## config.mk

```make
export PLATFORM = sky130hd
export DESIGN_NAME = intrpt_ctrl
export DESIGN_NICKNAME = d
export VERILOG_FILES = /design/src/rtl/intrpt_ctrl_pkg.sv /design/src/rtl/intrpt_ctrl_irq_sync.sv /design/src/rtl/intrpt_ctrl.sv
export SDC_FILE = /design/constraint.sdc
export NUM_CORES = 1
export LEC_CHECK = 0
export CAP_MARGIN = 0
export CORE_MARGIN = 4
export CORE_UTILIZATION = 30
export DETAILED_ROUTE_END_ITERATION = 8
export PLACE_DENSITY = 0.62
export RECOVER_POWER = 25
export SLEW_MARGIN = 20
export SYNTH_ARGS = -nofsm -noshare
export SYNTH_HDL_FRONTEND = slang
export SYNTH_SLANG_ARGS = --single-unit
export TNS_END_PERCENT = 1
```

## constraint.sdc

```tcl
create_clock -name clk -period 1.4 [get_ports clk]
set_clock_uncertainty 0.05 [all_clocks]
set_input_delay 0.28 -clock clk [delete_from_list [all_inputs] [get_ports clk]]
set_output_delay 0.28 -clock clk [all_outputs]
set_load 0.01 [all_outputs]
```

## src/rtl/intrpt_ctrl_pkg.sv

```systemverilog
// Shared constants for the interrupt controller: line count, register map,
// FSM state encoding, and the fixed-priority pick helper.
package intrpt_ctrl_pkg;

  localparam int NUM_IRQ = 8;
  localparam int ID_W    = 3;

  localparam logic [1:0] ADDR_ENABLE   = 2'd0;
  localparam logic [1:0] ADDR_PENDING  = 2'd1;
  localparam logic [1:0] ADDR_EDGE_SEL = 2'd2;
  localparam logic [1:0] ADDR_CAUSE    = 2'd3;

  typedef enum logic [1:0] {
    ST_IDLE    = 2'd0,
    ST_REQ     = 2'd1,
    ST_SERVICE = 2'd2
  } state_e;

  // Lowest set index wins; scanning downward leaves the lowest one last.
  function automatic logic [ID_W-1:0] lowest_idx(input logic [NUM_IRQ-1:0] v);
    logic [ID_W-1:0] idx;
    idx = '0;
    for (int i = NUM_IRQ - 1; i >= 0; i--) begin
      if (v[i]) idx = i[ID_W-1:0];
    end
    return idx;
  endfunction

endpackage

```

## src/rtl/intrpt_ctrl_irq_sync.sv

```systemverilog
// Two-flop synchronizer for one external interrupt line plus a rising-edge
// detect on the synchronized level.
module intrpt_ctrl_irq_sync (
  input  logic clk,
  input  logic rst,
  input  logic irq_i,
  output logic sync_o,
  output logic rise_o
);

  logic meta_q;
  logic sync_q;
  logic prev_q;

  always_ff @(posedge clk) begin
    if (rst) begin
      meta_q <= 1'b0;
      sync_q <= 1'b0;
      prev_q <= 1'b0;
    end else begin
      meta_q <= irq_i;
      sync_q <= meta_q;
      prev_q <= sync_q;
    end
  end

  assign sync_o = sync_q;
  assign rise_o = sync_q & ~prev_q;

endmodule

```

## src/rtl/intrpt_ctrl.sv

```systemverilog
// Interrupt controller: per-line sync/edge detect, ENABLE/PENDING/EDGE_SEL/CAUSE
// registers, and a request/acknowledge handshake with the control-unit FSM.
//
// state   | meaning
// IDLE    | no request outstanding, arbitrating enabled pending lines
// REQ     | intrpt_vld high, waiting for intrpt_taken
// SERVICE | handler running, waiting for mie to return to 1
module intrpt_ctrl
  import intrpt_ctrl_pkg::*;
(
  input  logic       clk,
  input  logic       rst,
  input  logic [7:0] irq_in,
  input  logic       mie,
  input  logic       intrpt_taken,
  input  logic       reg_we,
  input  logic [1:0] reg_addr,
  input  logic [7:0] reg_wdata,
  output logic [7:0] reg_rdata,
  output logic       intrpt_vld,
  output logic [2:0] intrpt_id
);

  logic [NUM_IRQ-1:0] sync2;
  logic [NUM_IRQ-1:0] rise;

  for (genvar g = 0; g < NUM_IRQ; g++) begin : g_line
    intrpt_ctrl_irq_sync u_irq_sync (
      .clk    (clk),
      .rst    (rst),
      .irq_i  (irq_in[g]),
      .sync_o (sync2[g]),
      .rise_o (rise[g])
    );
  end

  state_e             state_q, state_d;
  logic [NUM_IRQ-1:0] enable_q, enable_d;
  logic [NUM_IRQ-1:0] pending_q, pending_d;
  logic [NUM_IRQ-1:0] edge_sel_q, edge_sel_d;
  logic [7:0]         cause_q, cause_d;
  logic [ID_W-1:0]    id_q, id_d;
  logic               vld_q, vld_d;
  logic               mie_q;

  logic [NUM_IRQ-1:0] w1c;
  logic [NUM_IRQ-1:0] req_mask;
  logic               taken_clr;
  logic               abort;

  assign taken_clr = (state_q == ST_REQ) && intrpt_taken;
  assign req_mask  = pending_q & enable_q;
  assign abort     = !mie || !enable_q[id_q] || !pending_q[id_q];

  always_comb begin
    enable_d   = enable_q;
    edge_sel_d = edge_sel_q;
    w1c        = '0;
    if (reg_we) begin
      case (reg_addr)
        ADDR_ENABLE:   enable_d   = reg_wdata;
        ADDR_PENDING:  w1c        = reg_wdata;
        ADDR_EDGE_SEL: edge_sel_d = reg_wdata;
        default:       ;
      endcase
    end
  end

  // A new edge beats a same-cycle clear so that no edge is ever dropped.
  always_comb begin
    pending_d = pending_q;
    for (int i = 0; i < NUM_IRQ; i++) begin
      if (!edge_sel_q[i])
        pending_d[i] = sync2[i];
      else if (rise[i])
        pending_d[i] = 1'b1;
      else if (w1c[i] || (taken_clr && (id_q == i[ID_W-1:0])))
        pending_d[i] = 1'b0;
    end
  end

  always_ff @(posedge clk) begin
    if (rst) begin
      state_q    <= ST_IDLE;
      enable_q   <= '0;
      pending_q  <= '0;
      edge_sel_q <= '1;
      cause_q    <= '0;
      id_q       <= '0;
      vld_q      <= 1'b0;
      mie_q      <= 1'b0;
    end else begin
      state_q    <= state_d;
      enable_q   <= enable_d;
      pending_q  <= pending_d;
      edge_sel_q <= edge_sel_d;
      cause_q    <= cause_d;
      id_q       <= id_d;
      vld_q      <= vld_d;
      mie_q      <= mie;
    end
  end

  always_comb begin
    state_d = state_q;
    case (state_q)
      ST_IDLE:    if (mie && (|req_mask)) state_d = ST_REQ;
      ST_REQ: begin
        if (intrpt_taken) state_d = ST_SERVICE;
        else if (abort)   state_d = ST_IDLE;
      end
      ST_SERVICE: if (!mie_q && mie) state_d = ST_IDLE;
      default:    state_d = ST_IDLE;
    endcase
  end

  always_comb begin
    id_d    = id_q;
    cause_d = cause_q;
    vld_d   = (state_d == ST_REQ);
    if ((state_q == ST_IDLE) && (state_d == ST_REQ)) id_d = lowest_idx(req_mask);
    if (taken_clr) cause_d = {1'b1, 4'b0000, id_q};
  end

  always_comb begin
    case (reg_addr)
      ADDR_ENABLE:   reg_rdata = enable_q;
      ADDR_PENDING:  reg_rdata = pending_q;
      ADDR_EDGE_SEL: reg_rdata = edge_sel_q;
      default:       reg_rdata = cause_q;
    endcase
  end

  assign intrpt_vld = vld_q;
  assign intrpt_id  = id_q;

endmodule

```

* Word level (Yosys, flattened, before mapping) *
Index checks and enable logic that the tools add are counted.

operators by class
  $lt $le $gt $ge = 1
  eq/ne operators = 20
  multiplexer cells = 44
  bitwise logic cells = 17
  reduce and logical (&&, ||, !) cells = 32

operators by type and width
  cell                                                        number
  two-way mux 1 bit                                           26
  two-way mux 3 bit                                           8
  inequality test 3 x 1 -> 1 bit, second input constant       8
  case mux 8 bit (3 select lines)                             1
  two-way mux 8 bit                                           2
  == test 3 bit, second input constant                        4
  logical AND 1 bit                                           12
  logical OR 1 bit                                            10
  bitwise AND 1 bit                                           8
  bitwise AND 8 bit                                           1
  two-way mux 2 bit                                           4
  NOT 1 bit                                                   8
  OR reduction 8 bit                                          1
  binary-select mux 1 bit (select 3 bit)                      2
  == test 2 x 1 -> 1 bit, second input constant               3
  == test 3 x 2 -> 1 bit, second input constant               2
  case mux 2 bit (3 select lines)                             1
  == test 2 bit, second input constant                        2
  logical NOT 1 bit                                           4
  logical NOT 2 bit                                           2
  less-than comparator 3 x 4 -> 1 bit, second input constant  1
  AND reduction 2 bit                                         2
  == test 3 x 1 -> 1 bit, second input constant               1
  logical NOT 3 bit                                           1

word-level totals
  bits in registers = 59
  bits of input ports = 23
  output and inout bits = 12
  word-level logic and storage cells = 153

* Logic depth before layout (Yosys ltp) *
  depth after elaboration = 10
  mapped depth = 6

* By module *
From an unflattened synthesis, not the netlist that was laid out.

unflattened totals
  cell total of the unflattened synthesis = 259
  area total of the unflattened synthesis = 2498.6 µm²

by module, submodules not included
  module                instances  cells an instance  area each (µm²)  sequential area each (µm²)
  intrpt_ctrl           1          203                1798.0           700.7
  intrpt_ctrl_irq_sync  8          7                  87.6             60.1

* Worst setup path after synthesis *
No wires, ideal clock.

  path kind = register -> register
  from = reg id_q[0] (netlist: intrpt_id[0])
  to = reg vld_q (netlist: intrpt_vld)
  library setup time = 75 ps
  data arrival time = 1286 ps
  setup slack = -11 ps
  cell stages (with the launch flop) = 5
  buffers on the path = 1
  period minus slack after synthesis = 1411 ps
  path through = dfxtp_1 buf_2 mux4_2 nor2b_1 o22ai_1

on the way
  word-level cells in the longest chain between the ends = 9

ends and longest elaborated chain
  item                                     line                text
  from (decl)                              intrpt_ctrl.sv:42   logic [ID_W-1:0] id_q, id_d;
  from (signal assigned)                   intrpt_ctrl.sv:98   id_q <= id_d;
  binary-select mux 1 bit (select 3 bit)   intrpt_ctrl.sv:53   assign abort = !mie || !enable_q[id_q] || !pending_q[id_q];
  two-way mux 1 bit (implied by the code)  intrpt_ctrl.sv:53
  logical NOT 1 bit                        intrpt_ctrl.sv:53
  logical OR 1 bit                         intrpt_ctrl.sv:53
  logical OR 1 bit *                       intrpt_ctrl.sv:53
  two-way mux 2 bit *                      intrpt_ctrl.sv:110  else if (abort) state_d = ST_IDLE;
  two-way mux 2 bit *                      intrpt_ctrl.sv:109  if (intrpt_taken) state_d = ST_SERVICE;
  case mux 2 bit (3 select lines) *        intrpt_ctrl.sv:106  case (state_q)
  == test 2 x 1 -> 1 bit *                 intrpt_ctrl.sv:120  vld_d = (state_d == ST_REQ);
  to (signal assigned)                     intrpt_ctrl.sv:99   vld_q <= vld_d;
  to (decl)                                intrpt_ctrl.sv:43   logic vld_q, vld_d;

Every way passes the cells marked *; elsewhere a longest branch is shown, timed or not. The select of a mux whose other input is x is not followed.
A chain may end at the register's enable or synchronous reset.

* Final worst setup path *
  from = reg cause_q[1]
  to = out reg_rdata[1]

on the way
  word-level cells in the longest chain between the ends = 1

ends and longest elaborated chain
  item                             line                text
  from (decl)                      intrpt_ctrl.sv:41   logic [7:0] cause_q, cause_d;
  from (signal assigned)           intrpt_ctrl.sv:97   cause_q <= cause_d;
  case mux 8 bit (3 select lines)  intrpt_ctrl.sv:126  case (reg_addr)
  to (decl)                        intrpt_ctrl.sv:19   output logic [7:0] reg_rdata,

No other way between the ends.

==> summary.log <==
qor: run_status.status finished, violations left
qor: run_status.violations_in_the_final_reports negative setup slack
qor: timing.final.hold.worst_slack 0.0822 ns
qor: clocking.cts.sink_count 59
qor: power_and_ir_drop.clock_power_share 0.400
qor: final_layout.final_nets 366
qor: timing.rsz_0062_raised_after_global_routing true
qor: synthesis.async_reset_ff_frac 0
qor: timing.timing.final.crit_period 1.59 ns
qor: timing.report.final.hold_viol_count 0
qor: final_layout.area.growth.synth_to_final 42.3%
qor: power_and_ir_drop.p_int 2.82 mW
qor: synthesis.synth.yosys.warnings 0
qor: synthesis.post_synthesis_instance_total 258
qor: clocking.clk_pin_slew 0.07 ns
qor: worst_setup_path.critical_path.top_delay_family multiplexers
qor: timing.timing.setup.tns -0.809 ns
qor: clocking.clockRootBuffer sky130_fd_sc_hd__clkbuf_8
qor: route.vias 2117
qor: worst_setup_path.worstSetupStartpointType register
qor: grt.first_global_vias 2048
qor: timing.report.final.setup_viol 8
qor: synthesis.synth_compound_area_frac 0.118
qor: route.drt_first_iter_violations 87
qor: placement.dp_worst_setup_slack -0.922 ns
qor: clocking.hold_buf_cts 0
qor: synthesis.synthXorXnorAreaFrac 0
qor: power_and_ir_drop.power_density_over_cell_area 1050 nW/um^2
qor: worst_setup_path.crit_path_end_kind output pin
qor: final_layout.num_antenna_cells 0
qor: power_and_ir_drop.report.power.total 3.67 mW
qor: grt.globalRouteOverflowTotal 0
qor: timing.postLayoutSetupSlackWorst -0.190 ns
qor: worst_setup_path.required_time_at_the_endpoint_of_the_critical_path 1.07 ns
qor: power_and_ir_drop.largest_voltage_drop_on_the_vdd_net 0.425 mV
qor: final_layout.final_cell_mix 57 x sky130_fd_sc_hd__nand2_1, 50 x sky130_fd_sc_hd__buf_4, 48 x sky130_fd_sc_hd__dfxtp_1
qor: worst_setup_path.critical-path-max-stage-delay 0.47 ns
qor: placement.detailed_place.area 3260 sq um
qor: synthesis.synth_largest_type_area_fraction 0.482
qor: worst_setup_path.worst-setup-path-type register to output pin
qor: synthesis.synth_sequential_area_ratio 0.482
qor: synthesis.post_synth_instance_area 2450 sq um
qor: final_layout.finalCoreUtilization 0.445
qor: min_path.worst_hold_path_type input port to register
qor: die.design.core.area 7850 sq um
qor: worst_setup_path.critical_path_peak_fanout 2
qor: run.max_cap_violations 0
qor: die.floorplan.initialDensity 0.313
qor: timing.fmax 629 MHz
qor: synthesis.synth.ff_latch_count 59
qor: die.chipWidth 98.4 microns
qor: timing.max_slew.worst_pin.slew 1.06 ns
qor: synthesis.top_cell_type_by_total_area_after_synthesis sky130_fd_sc_hd__dfxtp_1
qor: synthesis.synthFlopType sky130_fd_sc_hd__dfxtp_1
qor: synthesis.synth_area_leaders sky130_fd_sc_hd__dfxtp_1 48%, sky130_fd_sc_hd__nand2_1 9.0%, sky130_fd_sc_hd__nor2b_1 6.6%
qor: synthesis.synthDistinctLibCells 38
qor: clocking.cts-buffers-inserted 9
qor: power_and_ir_drop.seqPwrFrac 0.481
qor: synthesis.synth_edf_count 0
qor: route.ant_nets 0
qor: placement.dp_cells 433
qor: route.route.final.wire_length 6.13 mm
qor: synthesis.post_synth_fa_ha_maj_area_fraction 0
qor: placement.io_buffer_count 34
qor: worst_setup_path.wp_buf_inv 1
qor: synthesis.post_synth_and_or_nand_nor_area_fraction 0.261
qor: route.final_routed_drc_violation_total 0
qor: synthesis.mappedNetlistNets 281
qor: final_layout.final_cell_count_no_fill 450
qor: grt.grt_start_max_net_pins 60
qor: grt.wire_length_of_the_first_global_routing_pass 10.0 mm
qor: power_and_ir_drop.p_leak 1.50 nW
qor: die.floorplan.die_area 9680 sq um
qor: route.avgViaCountPerCell 4.70
qor: timing.maxSlewViolCount 0
qor: clocking.clock_tree_from_tritoncts built
qor: final_layout.fillers 804
qor: die.std_cell_rows 32
qor: worst_setup_path.arrival_time_at_the_worst_endpoint 1.26 ns
qor: clocking.clk-insertion-delay-late 0.33 ns
qor: worst_setup_path.crit_chain mux4_2 > buf_6
qor: power_and_ir_drop.power_switching 852 uW
qor: power_and_ir_drop.switching_share_of_power 0.232
qor: final_layout.layout.cells.most_common sky130_fd_sc_hd__nand2_1
qor: die.floorplan.die.height 98.4 microns
qor: final_layout.post-route-cell-area 3490 sq um
qor: power_and_ir_drop.power.combinational.fraction 0.119
qor: placement.finalWeightedCongestion 0.846
qor: timing.timing.max_slew.rel_slack 0.295
qor: route.dr.pass1.iters 4
qor: grt.overall_routing_resource_usage 0.130
qor: clocking.htreeDepth 3
qor: worst_setup_path.crit_path_top_delay_cell sky130_fd_sc_hd__mux4_2
qor: placement.detailed_place_hpwl 4.33 mm
qor: grt.grt_antenna_before_repair 0
qor: synthesis.synth_top_family_by_area simple AND/OR/NAND/NOR gates
qor: synthesis.share_of_cell_area_taken_by_muxes_after_synthesis 0.109
qor: synthesis.syn_area_per_cell 9.51 sq um
qor: die.ios 35
qor: final_layout.final_layout_size_suffix_gt1_frac 0.319
qor: timing.period_share 1.14
qor: route.routedWlPerCell 13.6 microns
qor: clocking.cts_buffer_depth 2
sequential cells by signal, indices dropped and copies added (netlist names):
name	count
g_line.u_irq_sync.meta_q	8
g_line.u_irq_sync.prev_q	8
intrpt_id	3
pending_q	8
edge_sel_q	8
g_line.u_irq_sync.sync_o	8
state_q	2
intrpt_vld	1
cause_q	4
enable_q	8
mie_q	1
worst reg2reg max path: cells and delay by family, from the launching register on:
family,cells,cell delay (ns)
multiplexers,1,0.46
flip-flops,1,0.33
AND/OR/NAND/NOR,2,0.23
buffers and inverters,1,0.12
AO/OA/AOI/OAI,1,0.12
path summary, 6_finish.rpt:
path,startpoint,end,slack (ns),cells after the start
setup / recovery,cause_q[1],reg_rdata[1],-0.19,2
setup reg to reg,enable_q[2],intrpt_vld,0.01,5
hold / removal,rst,mie_q,0.08,2
hold reg to reg,g_line[6].u_irq_sync.meta_q,g_line[6].u_irq_sync.sync_o,0.38,1
timing repair:
item                       CTS  global route
resized for setup           58            26
cloned                       0             0
hold endpoints to repair     0             0
setup endpoints to repair   36            20
setup buffers                1             0
pin swaps                    3             4
cell families after synthesis:
group,after synthesis
DFF,59
muxes,19
buffers and inverters,14
and+or+nand+nor,124
AOI/OAI and AO/OA,42
power groups by stage:
stage,Sequential [mW],Clock [mW],Combinational (mW)
after floorplan,1.81,0,0.179
after global placement,1.80,0,0.427
after detailed placement,1.80,0,0.431
after CTS,1.76,1.52,0.420
after global routing,1.77,1.59,0.477
final,1.77,1.47,0.437
layer usage:
metal,wire length (microns),GRT usage,up-vias
li1,-,-,1071
met1,2930,0.179,989
met2,2820,0.193,48
met3,298,0.0283,9
met4,82,0.0599,0
met5,0,0,-
Yosys cell counts, types with 2 or more instances:
cell type	instances
sky130_fd_sc_hd__mux2i_1	14
sky130_fd_sc_hd__o31ai_1	2
sky130_fd_sc_hd__a2111oi_1	4
sky130_fd_sc_hd__nand2_1	59
sky130_fd_sc_hd__buf_2	5
sky130_fd_sc_hd__a22oi_1	4
sky130_fd_sc_hd__nand2b_1	4
sky130_fd_sc_hd__dfxtp_1	59
sky130_fd_sc_hd__nand3b_1	9
sky130_fd_sc_hd__buf_6	2
sky130_fd_sc_hd__a21oi_1	7
sky130_fd_sc_hd__nor2b_1	26
sky130_fd_sc_hd__mux4_1	4
sky130_fd_sc_hd__o21ai_0	8
sky130_fd_sc_hd__a211oi_1	6
sky130_fd_sc_hd__nor2_1	11
sky130_fd_sc_hd__nor3_1	3
sky130_fd_sc_hd__a21o_1	4
sky130_fd_sc_hd__o22ai_1	3
sky130_fd_sc_hd__clkbuf_1	6
layout make-up:
class | instances | area, sq um | share of cell area
Tap cell | 102 | 128 | 0.0366
Sequential cell | 59 | 1200 | 0.343
Timing Repair Buffer | 87 | 726 | 0.208
Multi-Input combinational cell | 185 | 1240 | 0.357
Clock buffer | 15 | 186 | 0.0534
Inverter | 1 | 3.75 | 0.00108
Clock inverter | 1 | 5.00 | 0.00143
Note: power is estimated with default switching activity, not from simulation.
